[src/rtl/conv2d_0_filter_scheduler.sv]
// Broadcasts 3-channel pixels to a bank of filter wrappers and gathers their results
// round-robin (filter 0..N-1 per output position) onto one valid/ready output stream.
module conv2d_0_filter_scheduler #(
  parameter int unsigned DWIDTH      = 32,
  parameter int unsigned NUM_FILTERS = 8,
  parameter int unsigned NUM_PIX     = 12544,
  localparam int unsigned CNT_W      = $clog2(NUM_PIX + 1),
  localparam int unsigned SEL_W      = (NUM_FILTERS > 1) ? $clog2(NUM_FILTERS) : 1
) (
  input  logic                          clock,
  input  logic                          reset,
  input  logic                          start,
  output logic                          busy,
  output logic                          done,
  input  logic [DWIDTH*3-1:0]           s_data,
  input  logic                          s_valid,
  output logic                          s_ready,
  output logic [DWIDTH*3-1:0]           f_in_data,
  output logic [NUM_FILTERS-1:0]        f_in_wrreq,
  input  logic [NUM_FILTERS-1:0]        f_in_full,
  input  logic [DWIDTH*NUM_FILTERS-1:0] f_out_data,
  output logic [NUM_FILTERS-1:0]        f_out_rdreq,
  input  logic [NUM_FILTERS-1:0]        f_out_empty,
  output logic [DWIDTH-1:0]             m_data,
  output logic                          m_valid,
  input  logic                          m_ready,
  output logic [SEL_W-1:0]              m_filter_idx,
  output logic                          m_last
);

  localparam logic [CNT_W-1:0] PIX_MAX  = CNT_W'(NUM_PIX);
  localparam logic [CNT_W-1:0] PIX_LAST = CNT_W'(NUM_PIX - 1);
  localparam logic [SEL_W-1:0] SEL_LAST = SEL_W'(NUM_FILTERS - 1);

  typedef enum logic [1:0] {StIdle, StRun, StDone} state_t;

  state_t             r_state;
  state_t             w_state_d;
  logic [CNT_W-1:0]   r_in_cnt;
  logic [CNT_W-1:0]   r_out_cnt;
  logic [SEL_W-1:0]   r_sel;
  logic               r_pending;
  logic [DWIDTH-1:0]  r_m_data;
  logic [SEL_W-1:0]   r_m_idx;
  logic               r_m_valid;
  logic               r_m_last;

  logic               w_run;
  logic               w_s_ready;
  logic               w_wr;
  logic               w_rd;
  logic [DWIDTH-1:0]  w_sel_data;
  logic               w_sel_empty;

  assign w_run     = (r_state == StRun);
  assign w_s_ready = w_run && (r_in_cnt < PIX_MAX) && (f_in_full == '0);
  assign w_wr      = s_valid && w_s_ready;

  always_comb begin
    w_sel_data  = '0;
    w_sel_empty = 1'b1;
    for (int k = 0; k < NUM_FILTERS; k++) begin
      if (r_sel == SEL_W'(k)) begin
        w_sel_data  = f_out_data[k*DWIDTH +: DWIDTH];
        w_sel_empty = f_out_empty[k];
      end
    end
  end

  // Only one read in flight; the output slot must be free or draining this cycle.
  assign w_rd = w_run && !w_sel_empty && !r_pending && (!r_m_valid || m_ready) &&
                (r_out_cnt < PIX_MAX);

  always_comb begin
    f_out_rdreq = '0;
    for (int k = 0; k < NUM_FILTERS; k++) begin
      f_out_rdreq[k] = w_rd && (r_sel == SEL_W'(k));
    end
  end

  always_comb begin
    w_state_d = r_state;
    unique case (r_state)
      StIdle:  if (start) w_state_d = StRun;
      StRun:   if (r_m_valid && m_ready && r_m_last) w_state_d = StDone;
      StDone:  w_state_d = StIdle;
      default: w_state_d = StIdle;
    endcase
  end

  always_ff @(posedge clock) begin
    if (!reset) begin
      r_state   <= StIdle;
      r_in_cnt  <= '0;
      r_out_cnt <= '0;
      r_sel     <= '0;
      r_pending <= 1'b0;
      r_m_data  <= '0;
      r_m_idx   <= '0;
      r_m_valid <= 1'b0;
      r_m_last  <= 1'b0;
    end else begin
      r_state <= w_state_d;
      if (r_state == StIdle && start) begin
        r_in_cnt  <= '0;
        r_out_cnt <= '0;
        r_sel     <= '0;
        r_pending <= 1'b0;
        r_m_valid <= 1'b0;
        r_m_last  <= 1'b0;
      end else begin
        if (w_wr && (r_in_cnt < PIX_MAX)) begin
          r_in_cnt <= r_in_cnt + CNT_W'(1);
        end
        r_pending <= w_rd;
        // FIFO data is valid the cycle after rdreq; a capture overrides a same-cycle drain.
        if (r_pending) begin
          r_m_data  <= w_sel_data;
          r_m_idx   <= r_sel;
          r_m_valid <= 1'b1;
          r_m_last  <= (r_out_cnt == PIX_LAST) && (r_sel == SEL_LAST);
          if (r_sel == SEL_LAST) begin
            r_sel     <= '0;
            r_out_cnt <= r_out_cnt + CNT_W'(1);
          end else begin
            r_sel <= r_sel + SEL_W'(1);
          end
        end else if (r_m_valid && m_ready) begin
          r_m_valid <= 1'b0;
          r_m_last  <= 1'b0;
        end
      end
    end
  end

  assign busy         = (r_state != StIdle);
  assign done         = (r_state == StDone);
  assign s_ready      = w_s_ready;
  assign f_in_data    = s_data;
  assign f_in_wrreq   = {NUM_FILTERS{w_wr}};
  assign m_data       = r_m_data;
  assign m_valid      = r_m_valid;
  assign m_filter_idx = r_m_idx;
  assign m_last       = r_m_last;

endmodule

[config.mk]
export PLATFORM = sky130hd
export DESIGN_NAME = conv2d_0_filter_scheduler
export DESIGN_NICKNAME = d
export VERILOG_FILES = /design/src/rtl/conv2d_0_filter_scheduler.sv
export SDC_FILE = /design/constraint.sdc
export NUM_CORES = 1
export LEC_CHECK = 0
export CORE_AREA = 4 4 203 205
export CTS_BUF_LIST = sky130_fd_sc_hd__clkbuf_4 sky130_fd_sc_hd__clkbuf_8
export CTS_CLUSTER_SIZE = 25
export DETAILED_ROUTE_END_ITERATION = 16
export DIE_AREA = 0 0 207 209
export PLACE_DENSITY = 0.56
export SKIP_LAST_GASP = 1
export SLEW_MARGIN = 20
export SYNTH_ARGS = -nofsm -noshare
export SYNTH_HDL_FRONTEND = slang
export SYNTH_SLANG_ARGS = --single-unit
[constraint.sdc]
create_clock -name clock -period 7.27 [get_ports clock]
set_input_delay 1.454 -clock clock [delete_from_list [all_inputs] [get_ports clock]]
set_output_delay 1.454 -clock clock [all_outputs]
set_load 0.01 [all_outputs]
==> metrics.md <==
| Metric | Value |
|---|---|
| Die area | 43300 µm² |
| Clock Sinks | 71 |
| GPL Wtd Cong | 0.899 |
| First-pass detailed-route iteration total | 5 |
| Min cycle time layout | about 5700 ps |
| Switching fraction of total power | 31.3% |
| Crit path from | f_in_full[1] |
| Max Freq | 176 MHz |
| Post-synth ARST share | 0% |
| Internal | 0.000691 W |
| Drt first-iter violations | 543 |
| Rel. slew slack | 33.0% |
| Overall global routing resource usage | 15.3% |
| Crit Path Category | in -> out |
| Post-Synthesis Cells | roughly 840 |
| P_sw | approximately 0.00031 W |
| Root buffer cell | clkbuf_8 |
| Pin count of the biggest net entering global routing | 44 |
| Setup Skew | 21.4 ps |
| Synthesized area | 5990 µm² |
| Clk slew on worst S/H paths | 90 ps |
| Comb pwr share | around a quarter |
| Leak | roughly 2.8 nW |
| Die Span X | 207 µm |
| Pre-CTS setup slack | 1580 ps |
| Worst Setup End Kind | output pin |
| YS warnings | 0 |
| Num CTS Buffers | 9 |
| Final Max Tran Viols | 0 |
| Seq cells post-synth | 71 |
| HPWL Detailed | 25600 µm |
| Post_cts resized | 0 |
| Placed cells | approximately 1500 |
| Worst flop-to-flop path startpoint | r_sel[0] |
| CP required | about 5800 ps |
| Critical path peak fanout | 26 |
| Cts hold-fix bufs | 0 |
| Slowest cell on crit path | clkdlybuf4s50_1 |
| Period utilisation layout | between 70% and 80% |
| # port buffers | 332 |
| First-pass GRT wire length | 50300 µm |
| H-Tree Level Count | 3 |
| Layout Nets | between 1000 and 1500 |
| Most frequent cells in the layout | clkdlybuf4s50_1, a21oi_1, nand2_1, o21ai_0, dfxtp_1 |
| Final design utilization | around a quarter |
| Syn_nets | 1223 |
| Setup slack after layout | roughly 1600 ps |
| Fin Setup TNS | 0 ps |
| Clk buf depth | 2 |
| Power Density | 108 nW/µm² |
| RSZ-0062 raised after global routing | no |
| Status | finished clean |
| HP Class | reg -> reg |
| Number of flops mapped to enable cells by yosys | 0 |
| Worst Tran Pin Value | 1000 ps |
| Via count | 7464 |
| CTS tree | yes |
| DRC viols | 0 |
| Primary FF master, synth | dfxtp_1 |
| Skew-Pair Late Insertion Delay | ~400 ps |
| Grt ovf | 0 |
| Die height | 209 µm |
| Core area | just under 40000 µm² |
| Wire per inst | roughly 22 µm |
| Post-synth cell types | 44 |
| Post-synthesis sequential area ratio | 23.7% |
| Io pins | 525 |
| Most common cell after layout, fill and taps aside | clkdlybuf4s50_1 |
| Ant. Diodes | 0 |
| Nature of the critical path startpoint | input pin |
| Starting density of the core | 15.2% |
| Layout area overhead | 55.0% |
| Post-CTS Setup Bufs | 0 |
| Fillers | around 4400 |
| Syn avg cell area | 7.11 µm² |
| Vias/cell | 4.80 |
| Detailed Route WL | between 30000 and 40000 µm |
| Final setup viols | 0 |
| Initial antenna violation count | 6 |
| Placement row count | 73 |
| Final std cells w/o fill | 1555 |
| Hold_sp | r_in_cnt[13] |
| Clk pwr share | 34.4% |
| Slowest Stage Delay on Critical Path | 670 ps |
| Worst IR Drop VDD | 0.0661 mV |
| CP Data Arrival Time | 4240 ps |
| Max-cap violations | 0 |
| Reg power frac | 39.5% |
| Via count of the first global-routing pass | approximately 7700 |
| Final Hold Fails | 0 |
| Most common cell on crit path | clkdlybuf4s50_1 |
| Antenna-violating nets left | 0 |
| Share of layout cells above drive strength 1 | between 4 and 5% |
| CP Cell Sequence | clkdlybuf4s50_1 -> or4_1 -> a311o_1 -> nor2_1 -> clkdlybuf4s50_1 |
==> state kept, by name (all words and copies together) (netlist names) <==
name and cells:
r_in_cnt 14, m_filter_idx 3, m_data 32, r_out_cnt 14, m_valid 1, r_state 2
r_pending 1, m_last 1, r_sel 3
==> stage by stage <==
stage	total power (W)	hold slack (ps)	area [µm²]
3_3_place_gp	0.000667	459	9090
5_1_grt	0.00106	524	9280
4_1_cts	0.00104	479	9280
6_report	0.00101	482	9280
2_1_floorplan	0.000524	442	5990
3_5_place_dp	0.000669	456	9090
==> critical path, delay by kind of cell <==
family          cells  cell delay, ps
simple gates        2            1160
compound gates      1             560
buf+inv             2            1060
==> power by group through the flow <==
| stage | clock, W | combinational, W | sequential [W] |
|---|---|---|---|
| after detailed placement | 0 | 0.000262 | 0.000406 |
| final | 0.000346 | 0.000262 | 0.000397 |
| after CTS | 0.000376 | 0.000264 | 0.000397 |
| after floorplan | 0 | 0.000118 | 0.000406 |
| after global placement | 0 | 0.000261 | 0.000406 |
| after global routing | 0.000382 | 0.000279 | 0.000398 |
==> worst paths after layout <==
check / end / cells past startpoint / slack, ps
max: f_in_wrreq[1] / 5 / 1570
min: r_in_cnt[13] / 1 / 480
max reg2reg: m_data[19] / 8 / 4030
min reg2reg: r_in_cnt[13] / 1 / 480
==> synth_stat cells (4+ instances only) <==
library cell | instances | area share [%]
a31oi_1 | 32 | 3.3
or3_1 | 12 | 1.3
o22ai_1 | 32 | 3.3
a221o_1 | 32 | 5.3
nand3_1 | 13 | 1.1
clkbuf_1 | 61 | 3.8
nor4_1 | 5 | 0.52
dfxtp_1 | 71 | 24
nor2b_1 | 5 | 0.52
o21ai_0 | 72 | 6.0
nand2b_1 | 37 | 3.9
o32ai_1 | 32 | 4.7
nand2_1 | 84 | 5.3
buf_4 | 104 | 13
a21oi_1 | 86 | 7.2
nor3_1 | 43 | 3.6
ha_1 | 8 | 1.7
nor2_1 | 25 | 1.6
buf_1 | 12 | 0.75
or4_1 | 11 | 1.4
inv_1 | 10 | 0.63
xor2_1 | 4 | 0.58
nand4_1 | 9 | 0.94
nor4b_1 | 4 | 0.58
o31ai_1 | 5 | 0.63
xnor2_1 | 7 | 1.0
==> per-layer routing <==
layer / vias to the layer above / share of wire (%) / global-route usage [%]
met5: - / 0.21 / 0.334
met4: 12 / 3.7 / 6.50
met3: 93 / 9.8 / 6.79
met2: 476 / 47 / 25.4
met1: 3489 / 39 / 17.1
li1: 3394 / - / -
==> cell families after synthesis <==
group           after synthesis  share of synthesized area (%)
xor+xnor                     11                           1.61
compound gates              302                           32.2
flops                        71                           23.7
mux                           3                          0.501
simple gates                259                           21.9
fa+ha+maj                     8                           1.67
buf+inv                     188                           18.3
==> area by class of cell <==
| type | count | area (µm²) | share of cell area [%] |
|---|---|---|---|
| clock inverters | 7 | 61.3 | 0.661 |
| clock buffers | 9 | 124 | 1.33 |
| multi-input cells | 583 | 3520 | 37.9 |
| flip-flops and latches | 71 | 1420 | 15.3 |
| well taps | 525 | 657 | 7.08 |
| repair buffers | 350 | 3460 | 37.3 |
| inverters | 10 | 37.5 | 0.405 |
No activity file was read; power rests on OpenSTA's default activity.
